<file path="src/rtl/mult_acc_cell.sv">
// mult_acc_cell
// Pipelined signed/unsigned multiplier with an optional multiply-accumulate
// mode, a sticky accumulate overflow flag, valid-tagged stages and a global
// stall.
//
// Ports:
//   clk        rising-edge clock for all state
//   reset      synchronous active-high reset; overrides en
//   en         advance the pipeline; 0 freezes every register
//   in_valid   operation present on the inputs (sampled when en=1)
//   dataa      operand A, WIDTH_A bits
//   datab      operand B, WIDTH_B bits
//   signa      1 = dataa is two's complement
//   signb      1 = datab is two's complement
//   mac        0 = plain multiply, 1 = accumulate product
//   acc_clr    with mac=1, accumulate onto zero and clear the overflow flag
//   result     product (mul) or new accumulator value (mac), ACC_WIDTH bits
//   out_valid  result carries a newly completed operation
//   overflow   sticky accumulate overflow
//
// Latency: an op accepted at edge N is presented at edge N+PIPE_STAGES-1.
// Stage 1 registers the inputs, stages 2..PIPE_STAGES-1 delay the product and
// tags, and the last stage is the output/accumulator register.

module mult_acc_cell #(
  parameter int WIDTH_A     = 32,
  parameter int WIDTH_B     = 32,
  parameter int ACC_WIDTH   = 64,
  parameter int PIPE_STAGES = 2
) (
  input  logic                 clk,
  input  logic                 reset,
  input  logic                 en,
  input  logic                 in_valid,
  input  logic [WIDTH_A-1:0]   dataa,
  input  logic [WIDTH_B-1:0]   datab,
  input  logic                 signa,
  input  logic                 signb,
  input  logic                 mac,
  input  logic                 acc_clr,
  output logic [ACC_WIDTH-1:0] result,
  output logic                 out_valid,
  output logic                 overflow
);

  localparam int DLY = PIPE_STAGES - 2;

  typedef struct packed {
    logic                 valid;
    logic                 mac;
    logic                 clr;
    logic                 sgn;
    logic [ACC_WIDTH-1:0] prod;
  } tag_t;

  logic [WIDTH_A-1:0]   dataa_q;
  logic [WIDTH_B-1:0]   datab_q;
  logic                 signa_q;
  logic                 signb_q;
  logic                 mac_q;
  logic                 clr_q;
  logic                 valid_q;

  logic signed [ACC_WIDTH-1:0] a_ext;
  logic signed [ACC_WIDTH-1:0] b_ext;
  logic signed [ACC_WIDTH-1:0] prod;

  tag_t s1_tag;
  tag_t last_tag;

  logic [ACC_WIDTH-1:0] acc_q;
  logic [ACC_WIDTH-1:0] addend;
  logic [ACC_WIDTH:0]   sum_ext;
  logic [ACC_WIDTH-1:0] sum;
  logic                 ovf_now;

  // Stage 1: input register.
  always_ff @(posedge clk) begin
    if (reset) begin
      dataa_q <= '0;
      datab_q <= '0;
      signa_q <= 1'b0;
      signb_q <= 1'b0;
      mac_q   <= 1'b0;
      clr_q   <= 1'b0;
      valid_q <= 1'b0;
    end else if (en) begin
      dataa_q <= dataa;
      datab_q <= datab;
      signa_q <= signa;
      signb_q <= signb;
      mac_q   <= mac;
      clr_q   <= acc_clr;
      valid_q <= in_valid;
    end
  end

  // Each operand gets one extra bit (its sign bit or zero) and is then
  // sign-extended to ACC_WIDTH. The exact (WIDTH_A+1)x(WIDTH_B+1) product
  // always fits in ACC_WIDTH, so multiplying at ACC_WIDTH is exact; the
  // constant upper bits let synthesis trim the multiplier back down.
  always_comb begin
    a_ext  = ACC_WIDTH'($signed({signa_q & dataa_q[WIDTH_A-1], dataa_q}));
    b_ext  = ACC_WIDTH'($signed({signb_q & datab_q[WIDTH_B-1], datab_q}));
    prod   = a_ext * b_ext;
    s1_tag = '{valid: valid_q, mac: mac_q, clr: clr_q,
               sgn: signa_q | signb_q, prod: prod};
  end

  // Stages 2..PIPE_STAGES-1: pure delay of product and tags.
  if (DLY > 0) begin : g_dly
    tag_t dly_q [DLY];

    always_ff @(posedge clk) begin
      if (reset) begin
        for (int i = 0; i < DLY; i++) dly_q[i] <= '0;
      end else if (en) begin
        dly_q[0] <= s1_tag;
        for (int i = 1; i < DLY; i++) dly_q[i] <= dly_q[i-1];
      end
    end

    assign last_tag = dly_q[DLY-1];
  end else begin : g_nodly
    assign last_tag = s1_tag;
  end

  // Accumulate adder. The extra top bit of sum_ext is the unsigned carry;
  // signed overflow is the classic same-sign-in, different-sign-out test.
  always_comb begin
    addend  = last_tag.clr ? '0 : acc_q;
    sum_ext = {1'b0, addend} + {1'b0, last_tag.prod};
    sum     = sum_ext[ACC_WIDTH-1:0];
    if (last_tag.sgn) begin
      ovf_now = (addend[ACC_WIDTH-1] == last_tag.prod[ACC_WIDTH-1]) &&
                (sum[ACC_WIDTH-1] != addend[ACC_WIDTH-1]);
    end else begin
      ovf_now = sum_ext[ACC_WIDTH];
    end
  end

  // Output stage. Tags are only acted on for valid ops; acc_clr drops the
  // old sticky flag before the fresh 0+product sum is evaluated.
  always_ff @(posedge clk) begin
    if (reset) begin
      result    <= '0;
      out_valid <= 1'b0;
      overflow  <= 1'b0;
      acc_q     <= '0;
    end else if (en) begin
      out_valid <= last_tag.valid;
      if (last_tag.valid) begin
        if (last_tag.mac) begin
          acc_q    <= sum;
          result   <= sum;
          overflow <= (last_tag.clr ? 1'b0 : overflow) | ovf_now;
        end else begin
          result <= last_tag.prod;
        end
      end
    end
  end

endmodule

</file>
<file path="config.mk">
export PLATFORM = sky130hd
export DESIGN_NAME = mult_acc_cell
export DESIGN_NICKNAME = d
export VERILOG_FILES = /design/src/rtl/mult_acc_cell.sv
export SDC_FILE = /design/constraint.sdc
export NUM_CORES = 2
export LEC_CHECK = 0
export ABC_AREA = 1
export ABC_CLOCK_PERIOD_IN_PS = 8400
export CELL_PAD_IN_SITES_DETAIL_PLACEMENT = 0
export CELL_PAD_IN_SITES_GLOBAL_PLACEMENT = 2
export CORE_UTILIZATION = 35
export DETAILED_ROUTE_END_ITERATION = 16
export PLACE_DENSITY = 0.83
export SYNTH_ARGS = -nofsm -noshare
export SYNTH_HDL_FRONTEND = slang
export SYNTH_SLANG_ARGS = --single-unit
</file>
<file path="constraint.sdc">
create_clock -name clk -period 8.4 [get_ports clk]
set_input_delay 2.1 -clock clk [delete_from_list [all_inputs] [get_ports clk]]
set_output_delay 2.1 -clock clk [all_outputs]
set_load 0.01 [all_outputs]
</file>
==> flow_summary.json <==
{
  "drv_cap": 0,
  "critPathTopFamily": "adder cells",
  "timing_hold_violations_final": 0,
  "number_of_vias_after_detailed_routing": 48900,
  "grt_antenna_before_repair": 5,
  "final_layout_size_suffix_gt1_frac": 0.287,
  "fin_worst_skew_ps": 30.0,
  "worstMarginPinSlew_ps": 1160,
  "netlist.top_cell.by_area": "sky130_fd_sc_hd__fa_1",
  "syn_nets": 8820,
  "tritoncts.num_buffers": 17,
  "chipWidth_um": 392,
  "data_required_time_of_the_worst_path_ps": 8890,
  "first_pass_iters": 8,
  "areaGrowthSynthToFinish_pct": 36.7,
  "rsz0062_at_grt": "yes",
  "fill_cells": 14900,
  "status": "finished, violations left",
  "initial_utilization": 0.354,
  "slew_headroom": 0.227,
  "post_synth.cell_area_avg_sq_um": 7.26,
  "gp_congestion": 0.963,
  "violated_checks": "negative setup slack",
  "proportion_of_netlist_area_held_by_the_largest_area_contributor": 0.423,
  "cp_slowest_stage_delay_ps": 590,
  "yosysUniqueCellTypes": 42,
  "grt_start_max_net_pins": 76,
  "grt_overflow_total": 0,
  "tritoncts": "done",
  "floorplan.core_area_sq_um": 150000,
  "dieArea_sq_um": 154000,
  "setup_viol_count_final": 46,
  "final-max-slew-violation-count": 0,
  "crit_path_top_delay_cell": "sky130_fd_sc_hd__fa_2",
  "cp.buffers_inverters": 10,
  "drt_wl_total_um": 206000,
  "placementRows": 142,
  "worst_skew_pair.late_latency_ps": 570,
  "cts.path.max_buffers": 2,
  "critPathCaptureType": "flip-flop",
  "clkSlewWorstSetupHoldPaths_ps": 90,
  "clock_period_minus_final_worst_setup_slack_ps": 8670,
  "critical_path.most_common_cell": "sky130_fd_sc_hd__fa_1",
  "synth_warnings": 0,
  "tritoncts_num_sinks": 199,
  "final_nets": 9780,
  "first_iter_violations": 2669,
  "cell_at_the_root_of_the_clock_tree": "sky130_fd_sc_hd__clkbuf_16",
  "postSynthRegisterBits": 199,
  "synth_area_sq_um": 53300,
  "crit_path_start_kind": "flip-flop",
  "yosys-top-cells-area": "sky130_fd_sc_hd__fa_1, sky130_fd_sc_hd__nand2_1, sky130_fd_sc_hd__inv_1",
  "fin_crit_sh": 1.03,
  "antenna_violating_nets_post_route": 0,
  "seq_area_frac_synth": 0.0747,
  "worst_slack_ps": -266,
  "grt_first_pass_wirelength_um": 309000,
  "die_y_um": 392,
  "drc_errors": 0,
  "grt_pass1_vias": 51400,
  "placement.io_buffers": 137,
  "worstHoldPathType": "flip-flop to flip-flop",
  "final_util": 0.484,
  "achievable-frequency_mhz": 115,
  "critical_path_class": "flip-flop to flip-flop",
  "crit_fanout": 7,
  "syn-instance-count": 7346,
  "dpl.hpwl_um": 171000,
  "routedWlPerCell_um": 19.9,
  "gr-usage-all-layers": 0.268,
  "holdBufCountCts": 0,
  "io_pins": 138,
  "ctsHtreeMaxLevel": 4,
  "vias_per_cell": 4.73,
  "worstPathArrival_ps": 9150
}
-- per-stage QoR --
stage | setup TNS (ps) | hold WS [ps] | cell area, sq um | instances | setup slack (ps)
6_report | -4060 | 468 | 72900 | 10300 | -266
2_1_floorplan | 0 | 441 | 53400 | 7346 | 79.7
3_3_place_gp | -51160 | 450 | 64100 | 10100 | -1210
3_5_place_dp | -52360 | 455 | 64100 | 10100 | -1250
4_1_cts | -4070 | 469 | 68500 | 10200 | -224
5_1_grt | -24520 | 482 | 72900 | 10300 | -533
-- metal layers --
layer  vias up  wire length, um  global-route usage
li1      22900                -                   -
met1     24700            92300               0.371
met2      1085            99200               0.448
met4         2             5740              0.0678
met3       236             8340              0.0224
met5         -               13                   0
-- cells by family after synthesis --
kind of cell,Yosys count,synth area share
buffers and inverters,2316,0.163
DFF,199,0.0747
AOI/OAI and AO/OA,463,0.0461
xor gates and xnor gates,52,0.00924
and+or+nand+nor,2914,0.219
adders and majority gates,1402,0.487
-- flip-flops by register name, indices dropped and copies added (netlist names) --
register	flops
clr_q	1
overflow	1
dataa_q	32
result	64
signa_q	1
acc_q	64
signb_q	1
out_valid	1
mac_q	1
datab_q	32
valid_q	1
-- worst paths after layout --
check                   start         to  slack, ps  depth (start not counted)
hold reg to reg      acc_q[4]   acc_q[4]        470                          2
setup / recovery  dataa_q[31]  acc_q[49]       -270                         41
hold / removal       acc_q[4]   acc_q[4]        470                          2
setup reg to reg  dataa_q[31]  acc_q[49]       -270                         41
-- area by class of cell --
| type | instances | area [sq um] | area share |
|---|---|---|---|
| inverters | 1983 | 7510 | 0.103 |
| multi-input cells | 4831 | 46200 | 0.634 |
| well taps | 2016 | 2520 | 0.0346 |
| clock buffers | 19 | 443 | 0.00608 |
| flip-flops and latches | 199 | 4090 | 0.0561 |
| clock inverters | 13 | 149 | 0.00204 |
| diodes | 1 | 2.50 | 0.0000343 |
| repair buffers | 1274 | 12000 | 0.165 |
-- worst reg2reg max path: cells and delay by family (launching register included) --
| kind | cells | cell delay (ps) |
|---|---|---|
| adder cells (fa/ha/maj) | 10 | 4750 |
| AND/OR/NAND/NOR | 19 | 2050 |
| buffers and inverters | 10 | 930 |
| flip-flops | 1 | 480 |
| AO/OA/AOI/OAI | 2 | 410 |
-- cell usage after synthesis, drive strengths merged --
cell,instances
a21boi,3
a21o,2
a21oi,224
a22oi,2
a31oi,23
and2,29
buf,12
clkbuf,321
clkinv,5
dfxtp,199
fa,1126
ha,276
inv,1978
nand2,2091
nand3,225
nand3b,8
nand4,34
nor2,479
nor3,26
nor4,4
o211ai,2
o21a,3
o21ai,183
o21bai,21
or2,18
xnor2,8
xor2,44
-- cells in the final DEF (no fill, tap or decap), drive strengths merged, types with 3 or more instances in the layout --
| cell type | instances |
|---|---|
| nor3 | 26 |
| clkinv | 7 |
| dfxtp | 199 |
| nand3 | 225 |
| inv | 1984 |
| or2 | 18 |
| nor2 | 479 |
| clkdlybuf4s50 | 135 |
| buf | 1123 |
| o21bai | 21 |
| and2 | 29 |
| o21a | 3 |
| xor2 | 44 |
| clkbuf | 33 |
| a31oi | 23 |
| xnor2 | 8 |
| a21boi | 3 |
| ha | 276 |
| fa | 1126 |
| o21ai | 183 |
| a21oi | 224 |
| nand2 | 2091 |
| nand3b | 8 |
| nand4 | 34 |
| nor4 | 4 |
| clkinvlp | 5 |
-- what timing repair did --
item / 4_1_cts / 5_1_grt
pin swaps: 162 / 268
cloned: 4 / 14
endpoints found under the setup margin: 89 / 95
endpoints found under the hold margin: 0 / 0
resized for setup: 777 / 906
setup buffers: 77 / 110
Power is not shown: default switching activity piles up to over one toggle a cycle in this logic, so the estimate is an artifact.
